===== src/rtl/debug_controller_pkg.sv =====
// -----------------------------------------------------------------------------
// debug_controller_pkg
// Shared definitions for the pipeline debug controller and its transmit
// sequencer. It holds the default command bytes, the default dump length and
// the state encodings of both state machines.
// No ports (package).
// -----------------------------------------------------------------------------
package debug_controller_pkg;

    // Number of bytes in one state dump (legal range 2..255)
    localparam int DUMP_BYTES = 32;

    // Command bytes received from the UART: 's' single step, 'c' continue
    localparam logic [7:0] CMD_STEP_DEFAULT = 8'h73;
    localparam logic [7:0] CMD_CONT_DEFAULT = 8'h63;

    // Top-level sequencing. CTRL_DUMP covers the whole time the transmit
    // sequencer is busy (its SEND, WAIT_TX and DONE states).
    typedef enum logic [1:0] {
        CTRL_IDLE,
        CTRL_STEP,
        CTRL_CONT,
        CTRL_DUMP
    } ctrl_state_t;

    // Transmit sequencer states
    typedef enum logic [1:0] {
        SEQ_IDLE,
        SEQ_SEND,
        SEQ_WAIT_TX,
        SEQ_DONE
    } seq_state_t;

endpackage


===== src/rtl/debug_controller_tx_sequencer.sv =====
// -----------------------------------------------------------------------------
// debug_tx_sequencer
// Walks through DATA_BYTES bytes of datapath state and hands each one to the
// UART transmitter. For every byte it spends one SEND cycle presenting the
// index to the datapath mux and latching the selected byte. It then waits in
// WAIT_TX for the transmitter to acknowledge. A one-cycle DONE state closes
// the dump and clears the counter.
// Ports:
//   clock, resetGral     system clock / asynchronous active-low reset
//   i_start              one-cycle request to begin a dump (ignored when busy)
//   i_txDone             transmitter finished the current byte
//   i_dumpByte           datapath byte selected by o_dumpIndex
//   o_txStart            one-cycle strobe, first cycle of WAIT_TX
//   o_txData             latched byte, held until the next SEND
//   o_dumpIndex          index requested from the datapath mux
//   o_sendCounter        bytes acknowledged so far in this dump
//   o_done               high for the single DONE cycle
// -----------------------------------------------------------------------------
module debug_tx_sequencer
    import debug_controller_pkg::*;
#(
    parameter int DATA_BYTES = DUMP_BYTES
) (
    input  logic       clock,
    input  logic       resetGral,
    input  logic       i_start,
    input  logic       i_txDone,
    input  logic [7:0] i_dumpByte,
    output logic       o_txStart,
    output logic [7:0] o_txData,
    output logic [7:0] o_dumpIndex,
    output logic [7:0] o_sendCounter,
    output logic       o_done
);

    localparam logic [7:0] LAST_INDEX = 8'(DATA_BYTES - 1);

    seq_state_t r_state;
    seq_state_t w_nextState;
    logic [7:0] r_sendCounter;
    logic [7:0] r_txData;
    logic       r_txStart;

    // State register
    always_ff @(posedge clock or negedge resetGral) begin
        if (!resetGral) begin
            r_state <= SEQ_IDLE;
        end else begin
            r_state <= w_nextState;
        end
    end

    // Next state. The counter is compared before it is incremented, so it
    // stops at LAST_INDEX and never wraps.
    always_comb begin
        w_nextState = r_state;
        case (r_state)
            SEQ_IDLE: begin
                if (i_start) begin
                    w_nextState = SEQ_SEND;
                end
            end
            SEQ_SEND: begin
                w_nextState = SEQ_WAIT_TX;
            end
            SEQ_WAIT_TX: begin
                if (i_txDone) begin
                    if (r_sendCounter == LAST_INDEX) begin
                        w_nextState = SEQ_DONE;
                    end else begin
                        w_nextState = SEQ_SEND;
                    end
                end
            end
            SEQ_DONE: begin
                w_nextState = SEQ_IDLE;
            end
            default: begin
                w_nextState = SEQ_IDLE;
            end
        endcase
    end

    // Datapath registers. txStart is registered off SEND, so it rises exactly
    // as WAIT_TX is entered and lasts one cycle. txData is captured on the
    // SEND cycle, when dumpIndex already points at the wanted byte.
    always_ff @(posedge clock or negedge resetGral) begin
        if (!resetGral) begin
            r_sendCounter <= 8'd0;
            r_txData      <= 8'd0;
            r_txStart     <= 1'b0;
        end else begin
            r_txStart <= (r_state == SEQ_SEND);
            if (r_state == SEQ_SEND) begin
                r_txData <= i_dumpByte;
            end
            if (r_state == SEQ_WAIT_TX && i_txDone && r_sendCounter != LAST_INDEX) begin
                r_sendCounter <= r_sendCounter + 8'd1;
            end else if (r_state == SEQ_DONE) begin
                r_sendCounter <= 8'd0;
            end
        end
    end

    assign o_txStart     = r_txStart;
    assign o_txData      = r_txData;
    assign o_dumpIndex   = r_sendCounter;
    assign o_sendCounter = r_sendCounter;
    assign o_done        = (r_state == SEQ_DONE);

endmodule


===== src/rtl/debug_controller.sv =====
// -----------------------------------------------------------------------------
// debug_controller
// Debug unit sequencer for the pipelined datapath. It decodes command bytes
// from the UART receiver. A step command opens the pipeline enable for one
// cycle. A continue command keeps it open until the datapath halts. After
// either run it dumps DATA_BYTES bytes of state through the UART transmitter.
// Ports:
//   clock, resetGral     system clock / asynchronous active-low reset
//   rxDone, rxData       received byte strobe and value
//   txDone               UART TX finished the current byte
//   txStart, txData      start strobe and byte for UART TX
//   dumpIndex, dumpByte  datapath dump mux select and its selected byte
//   haltDetected         datapath reached its halt instruction
//   pipeEnable           pipeline register enable
//   ledIdle/Step/Cont/Send  one-hot state indicators
//   sendCounter          bytes acknowledged in the current dump
//   sentFlag             one-cycle pulse when a dump completes
// -----------------------------------------------------------------------------
module debug_controller
    import debug_controller_pkg::*;
#(
    parameter int         DATA_BYTES = DUMP_BYTES,
    parameter logic [7:0] CMD_STEP   = CMD_STEP_DEFAULT,
    parameter logic [7:0] CMD_CONT   = CMD_CONT_DEFAULT
) (
    input  logic       clock,
    input  logic       resetGral,
    input  logic       rxDone,
    input  logic [7:0] rxData,
    input  logic       txDone,
    output logic       txStart,
    output logic [7:0] txData,
    output logic [7:0] dumpIndex,
    input  logic [7:0] dumpByte,
    input  logic       haltDetected,
    output logic       pipeEnable,
    output logic       ledIdle,
    output logic       ledStep,
    output logic       ledCont,
    output logic       ledSend,
    output logic [7:0] sendCounter,
    output logic       sentFlag
);

    ctrl_state_t r_state;
    ctrl_state_t w_nextState;
    logic        w_seqStart;
    logic        w_seqDone;

    // State register
    always_ff @(posedge clock or negedge resetGral) begin
        if (!resetGral) begin
            r_state <= CTRL_IDLE;
        end else begin
            r_state <= w_nextState;
        end
    end

    // Next state and sequencer kick-off. The sequencer is started on the same
    // edge that moves us into CTRL_DUMP, so its SEND cycle immediately follows
    // the run. Commands arriving outside IDLE are dropped.
    always_comb begin
        w_nextState = r_state;
        w_seqStart  = 1'b0;
        case (r_state)
            CTRL_IDLE: begin
                if (rxDone) begin
                    if (rxData == CMD_STEP) begin
                        w_nextState = CTRL_STEP;
                    end else if (rxData == CMD_CONT) begin
                        w_nextState = CTRL_CONT;
                    end
                end
            end
            CTRL_STEP: begin
                w_nextState = CTRL_DUMP;
                w_seqStart  = 1'b1;
            end
            CTRL_CONT: begin
                if (haltDetected) begin
                    w_nextState = CTRL_DUMP;
                    w_seqStart  = 1'b1;
                end
            end
            CTRL_DUMP: begin
                if (w_seqDone) begin
                    w_nextState = CTRL_IDLE;
                end
            end
            default: begin
                w_nextState = CTRL_IDLE;
            end
        endcase
    end

    debug_tx_sequencer #(
        .DATA_BYTES (DATA_BYTES)
    ) u_txSequencer (
        .clock         (clock),
        .resetGral     (resetGral),
        .i_start       (w_seqStart),
        .i_txDone      (txDone),
        .i_dumpByte    (dumpByte),
        .o_txStart     (txStart),
        .o_txData      (txData),
        .o_dumpIndex   (dumpIndex),
        .o_sendCounter (sendCounter),
        .o_done        (w_seqDone)
    );

    // In CONT the enable is gated by halt directly, so a datapath that is
    // already halted on entry advances zero cycles.
    assign pipeEnable = (r_state == CTRL_STEP) ||
                        ((r_state == CTRL_CONT) && !haltDetected);
    assign sentFlag   = w_seqDone;

    assign ledIdle = (r_state == CTRL_IDLE);
    assign ledStep = (r_state == CTRL_STEP);
    assign ledCont = (r_state == CTRL_CONT);
    assign ledSend = (r_state == CTRL_DUMP);

endmodule


===== config.mk =====
export PLATFORM = sky130hd
export DESIGN_NAME = debug_controller
export DESIGN_NICKNAME = d
export VERILOG_FILES = /design/src/rtl/debug_controller_pkg.sv /design/src/rtl/debug_controller_tx_sequencer.sv /design/src/rtl/debug_controller.sv
export SDC_FILE = /design/constraint.sdc
export NUM_CORES = 1
export LEC_CHECK = 0
export BUFFER_PORTS_ARGS = -buffer_cell sky130_fd_sc_hd__buf_2
export CORE_MARGIN = 2
export CORE_UTILIZATION = 34
export DETAILED_ROUTE_END_ITERATION = 10
export GPL_ROUTABILITY_DRIVEN = 0
export SLEW_MARGIN = 10
export SYNTH_ARGS = -nofsm -noshare
export SYNTH_HDL_FRONTEND = slang
export SYNTH_SLANG_ARGS = --single-unit

===== constraint.sdc =====
create_clock -name clock -period 3.2 [get_ports clock]
set_input_delay 0.48 -clock clock [delete_from_list [all_inputs] [get_ports clock]]
set_output_delay 0.48 -clock clock [all_outputs]
set_load 0.02 [all_outputs]

==> run metrics, run 1 <==
area of the multi-input gates=492 um^2; largest family of logic cells by synthesized area=multiplexers; RSZ-0062 raised after global routing=false; Hold Worst Slack=0.0926 ns; CTS clk-pin slew, worst paths=0.12 ns; kind of critical path=reg -> out; first-pass GRT wire length=3.39 mm; Adder-Cell Fraction of Synth Area=0.0680; Synth Net Count=124; TritonRoute pass-1 iters=4; CTS Buffer Depth=2; R2R Setup Slk=1.43 ns; kind of end point of the critical path=primary output; fin crit share=0.585; hold violation total from the final report=0; TritonCTS Buffers=3; cts hold-fix bufs=0; CTS tree=done; fin. max-slew vios=0; Core Region=3080 um^2; commonest cells after routing, fill and taps aside=buf_2, dfrtp_1, mux2_2, nand2_1; Initial Util=0.359; FP Rows=20; violation count after the first detailed-route iteration=11; DRT Wirelength=2.18 mm; achievable clock frequency=0.534 GHz; number of fill cells in the layout=299; initial antenna violation count=0; mapped cell area=1100 um^2; Cells after Synth=97; layout cell share with drive strength beyond 1=0.483; Seq/Total Area, Yosys=0.476; Synth Register Bits=21; Simple-Gate Fraction of Synth Area=0.125; XOR/XNOR Fraction of Synth Area=0.0159; Final Instance Area=1380 um^2; vias in the first global route=804; Ys Warns=0; total die area=3720 um^2; maximum fanout along the worst path=4; Area Growth Syn to Fin=24.7%; leakage=0.745 nW; outcome=completed; total clock sinks=21; Worst-Margin Slew=0.774 ns; WP data required=2.72 ns; Storage cell area=526 um^2; Slew Limit Headroom=0.483; Max-Cap Viols=0; Overflow after GRT=0; Post-CTS Resized=0; multiplexer share of the synthesized area=0.142; wire per inst=11.6 um; PortBufs=51; post-CTS setup buffer count=0; largest net degree at the start of global routing=22; Post-route DRC=0; Final min period=1.87 ns; Tot Pwr=1.38 mW; post-DP HPWL=1.70 mm; setup_tns=0 ns; IO Count=52; Hold Path Class=in -> async; Root Driver=clkbuf_4; CTS H-Tree Depth=1; Antenna Nets Post-Route=0; Worst IR Drop VDD=365 uV; Die Ht=61.0 um; most common cell after layout, fill and taps aside=buf_2; Clock Skew=0.00803 ns; startpoint class of the critical path=register; ant diodes=0; setup violators final=0; Die W=61.0 um; fin nets=171; Total GRT Usage=0.126; routed via count=858; Cell Area, Placed=1350 um^2; worst skew pair latency=0.31 ns; synthesized area per cell=11.4 um^2; Synth Area in Compound Gates=0.0951; Vias/cell=4.59; Critical Path AT=1.39 ns; Synth cell types=29; Power Dens Cells=1000 nW/um^2
final cells by class:
type	instances	area share
clock buffers	3	0.0163
clock inverters	1	0.00363
inverters	6	0.0163
multi-input cells	61	0.357
flip-flops and latches	21	0.381
well taps	44	0.0400
repair buffers	51	0.185
final timing paths:
check                                             startpoint                      endpoint  cells after the start
min in group clock                               dumpByte[0]     u_txSequencer.o_txData[0]                      2
worst min-delay path                               resetGral  u_txSequencer.o_dumpIndex[3]                      1
worst max-delay path                              r_state[0]                    pipeEnable                      5
worst min register to register     u_txSequencer.o_txData[7]     u_txSequencer.o_txData[7]                      1
worst max register to register  u_txSequencer.o_dumpIndex[0]  u_txSequencer.o_dumpIndex[0]                      5
max in group asynchronous                          resetGral     u_txSequencer.o_txData[7]                      1
cells in the mapped netlist:
library cell  count  share of area
nand4b_1          1         0.0079
nor2_1            3          0.010
o21ba_2           1         0.0091
o41ai_1           1         0.0079
and4_1            1         0.0079
mux2_4            1          0.014
a221o_2           1          0.010
nand2b_1          3          0.017
nand3b_1          1         0.0068
dfrtp_1          21           0.48
ha_1              6          0.068
inv_1             6          0.020
o22ai_1           2          0.011
a2111oi_2         1          0.014
xnor2_1           2          0.016
nor3_1            1         0.0045
or2_2             1         0.0057
buf_2             1         0.0045
nand4_1           1         0.0057
and4bb_1          1          0.011
mux2_2            9          0.092
mux2i_1           4          0.036
o21ai_0           2         0.0091
a21oi_1           4          0.018
buf_4             8          0.054
nand3_1           4          0.018
nor2b_1           1         0.0057
a22o_1            2          0.016
nand2_1           7          0.024
metal layers:
layer	GRT usage	up-vias	part of all wire
li1	-	428	-
met1	0.156	398	0.45
met2	0.200	28	0.48
met3	0.0192	4	0.045
met4	0.0870	0	0.026
met5	0	-	0
flip-flops by register name, summed over array words and instances (netlist names):
| register | cells |
|---|---|
| u_txSequencer.o_dumpIndex | 8 |
| r_state | 2 |
| u_txSequencer.o_txData | 8 |
| u_txSequencer.o_txStart | 1 |
| u_txSequencer.r_state | 2 |
stage by stage:
step           utilization  std cells  setup WS [ns]
2_1_floorplan            -         97           1.51
5_1_grt              0.448        187           1.21
3_3_place_gp         0.439        183           1.45
4_1_cts              0.448        187           1.31
6_report             0.448        187           1.33
3_5_place_dp         0.439        183           1.42
worst max-delay path, stage by stage, from the launching register on:
cell and delay [ns]:
dfrtp_1 0.43, inv_1 0.10, ha_1 0.24, nand2b_1 0.10, nand2b_1 0.06, buf_2 0.15
cells by family (layout without fill, tap and decap cells):
group	count (synthesis)	in the layout
AND/OR/NAND/NOR	25	25
adder cells (fa/ha/maj)	6	6
multiplexers	14	14
flip-flops	21	21
buffers and inverters	15	61
AO/OA/AOI/OAI	14	14
XOR/XNOR	2	2
power by group:
part | internal [mW] | switching, mW
clock | 0.0467 | 0.0834
combinational | 0.319 | 0.449
sequential | 0.382 | 0.101
Note: power is estimated with default switching activity, not from simulation.
==> run 2, diff against run 1 <==
==> constraint.sdc (replaced) <==
create_clock -name clock -period 1.57 [get_ports clock]
set_input_delay 0.2355 -clock clock [delete_from_list [all_inputs] [get_ports clock]]
set_output_delay 0.2355 -clock clock [all_outputs]
set_load 0.02 [all_outputs]
==> run metrics, run 2 (same netlist as run 1, synthesis figures left out) <==
Met2 Routed Length=1.14 mm (+9.4%); Final Util=0.529 (+0.0817); failing checks=setup timing; Initial Util=0.359 (unchanged); Total GRT Usage=0.137 (+0.0114); WP data required=1.77 ns (-0.95 ns); crit path launch=r_state[1]; Antenna Nets Post-Route=0 (unchanged); Storage cell area=529 um^2 (+0.71%); Hold Worst Slack=0.158 ns (+0.0654 ns); reg2reg start=r_state[1]; Hold Path Class=in -> reg; maximum fanout along the worst path=3 (-1); post-DP HPWL=1.81 mm (+6.4%); wire per inst=11.4 um (-2.3%); total die area=3720 um^2 (unchanged); layout cell share with drive strength beyond 1=0.636 (+0.153); fin crit share=1.00; DRT Wirelength=2.34 mm (+7.7%); R2R Setup Slk=-0.008 ns (-1.44 ns); CTS Buffer Depth=2 (unchanged); total clock sinks=21 (unchanged); max layer used=met4; Clock Skew=0.00114 ns (-0.00689 ns); most common cell after layout, fill and taps aside=buf_2; Power Dens Cells=2030 nW/um^2 (+100%); fin nets=190 (+11%); Met3 Wirelength=132 um (+35%); Critical Path AT=1.77 ns (+0.38 ns); FP Rows=20 (unchanged); number of fill cells in the layout=287 (-4.0%); ant diodes=0 (unchanged); setup_tns=-0.00761 ns (-0.00761 ns); Worst IR Drop VDD=1130 uV (+210%); initial antenna violation count=0 (unchanged); Tot Pwr=3.31 mW (+140%); violation count after the first detailed-route iteration=17 (+6); Core Region=3080 um^2 (unchanged); commonest cells after routing, fill and taps aside=buf_2, dfrtp_1, buf_4, mux2_2, nand2_1; setup violators final=1 (+1); PortBufs=51 (unchanged); Vias/cell=4.64 (+1.0%); outcome=finished, violations left; cell count of the worst reg-to-reg path=6 (+1); TritonRoute pass-1 iters=4 (unchanged); worst skew pair latency=0.30 ns (about the same); fin. max-slew vios=0 (unchanged); vias in the first global route=876 (+9.0%); pre-CTS worst setup slack=-0.0284 ns (-1.45 ns); Worst-Margin Slew=0.465 ns (-0.309 ns); worst setup path end=r_state[0]; TritonCTS Buffers=3 (unchanged); Die Ht=61.0 um (unchanged); worst setup margin=-0.00761 ns (-1.33 ns); leakage=0.851 nW (+14%); WHS Path Cells=2; Final Instance Area=1630 um^2 (+18%); met1 WL=1.04 mm (+6.6%); largest net degree at the start of global routing=22 (unchanged); kind of critical path=reg -> reg; hold violation total from the final report=0 (unchanged); Slew Limit Headroom=0.690 (+0.207); Cell Area, Placed=1470 um^2 (+8.6%); Max-Cap Viols=0 (unchanged); area of the multi-input gates=574 um^2 (+17%); RSZ-0062 raised after global routing=true; Crit Reg-Reg Endpoint=r_state[0]; achievable clock frequency=0.634 GHz; CTS clk-pin slew, worst paths=0.12 ns (about the same); Die W=61.0 um (unchanged); first-pass GRT wire length=3.75 mm (+11%); IO Count=52 (unchanged); startpoint class of the critical path=register; CTS H-Tree Depth=1 (unchanged); kind of end point of the critical path=register; CTS tree=done; Cell Count, Final, Fillers Out=206 (+10%); Overflow after GRT=0 (unchanged); placed cells=194 (+6.0%); Final min period=1.58 ns; Post-route DRC=0 (unchanged); routed via count=955 (+11%); Root Driver=clkbuf_4; Area Growth Syn to Fin=47.5%
run 2: changes by cell type in the layout (fill, tap and decap cells not counted), sizes merged:
cell / delta
buf: +18
dlygate4sd3: +1
run 2: worst min path at each step:
stage / from / endpoint / slack, ns
after global placement: resetGral / u_txSequencer.o_dumpIndex[2] / 0.21
after floorplan: resetGral / r_state[0] / -0.06
after global routing: dumpByte[0] / u_txSequencer.o_txData[0] / 0.15
after detailed placement: resetGral / u_txSequencer.o_dumpIndex[2] / 0.22
final: dumpByte[1] / u_txSequencer.o_txData[1] / 0.16
after CTS: dumpByte[1] / u_txSequencer.o_txData[1] / 0.15
run 2: area by class of cell:
class,count,area share
multi-input combinational,61,0.353
clock inverter,1,0.00307
clock buffer,3,0.0138
inverter,6,0.0138
timing repair buffer,70,0.258
tap,44,0.0338
sequential,21,0.325
run 2: worst max-delay path: stages (launching register included):
cell,delay (ns)
dfrtp_1,0.43
buf_6,0.14
ha_4,0.16
nand2b_4,0.08
o21ai_2,0.05
a221o_2,0.32
mux2_4,0.30
run 2: where the power goes:
| part | switching (mW) | leakage (nW) | internal (mW) |
|---|---|---|---|
| clock network | 0.161 | 0.0177 | 0.0948 |
| logic | 1.09 | 0.574 | 0.992 |
| registers | 0.185 | 0.260 | 0.786 |
| total | 1.43 | 0.851 | 1.87 |
run 2: layer usage:
layer / global-route usage / up-vias
met3: 0.0256 / 2
met5: 0 / -
met1: 0.177 / 452
met2: 0.221 / 31
li1: - / 470
met4: 0.0652 / 0
run 2: timing repair:
| action | 4_1_cts | 5_1_grt |
|---|---|---|
| setup buffers | 5 | 2 |
| pin swaps | 1 | 1 |
| endpoints found under the setup margin | 4 | 8 |
| hold endpoints to repair | 21 | 0 |
| gates resized for setup | 11 | 7 |
| hold buffers | 1 | 0 |
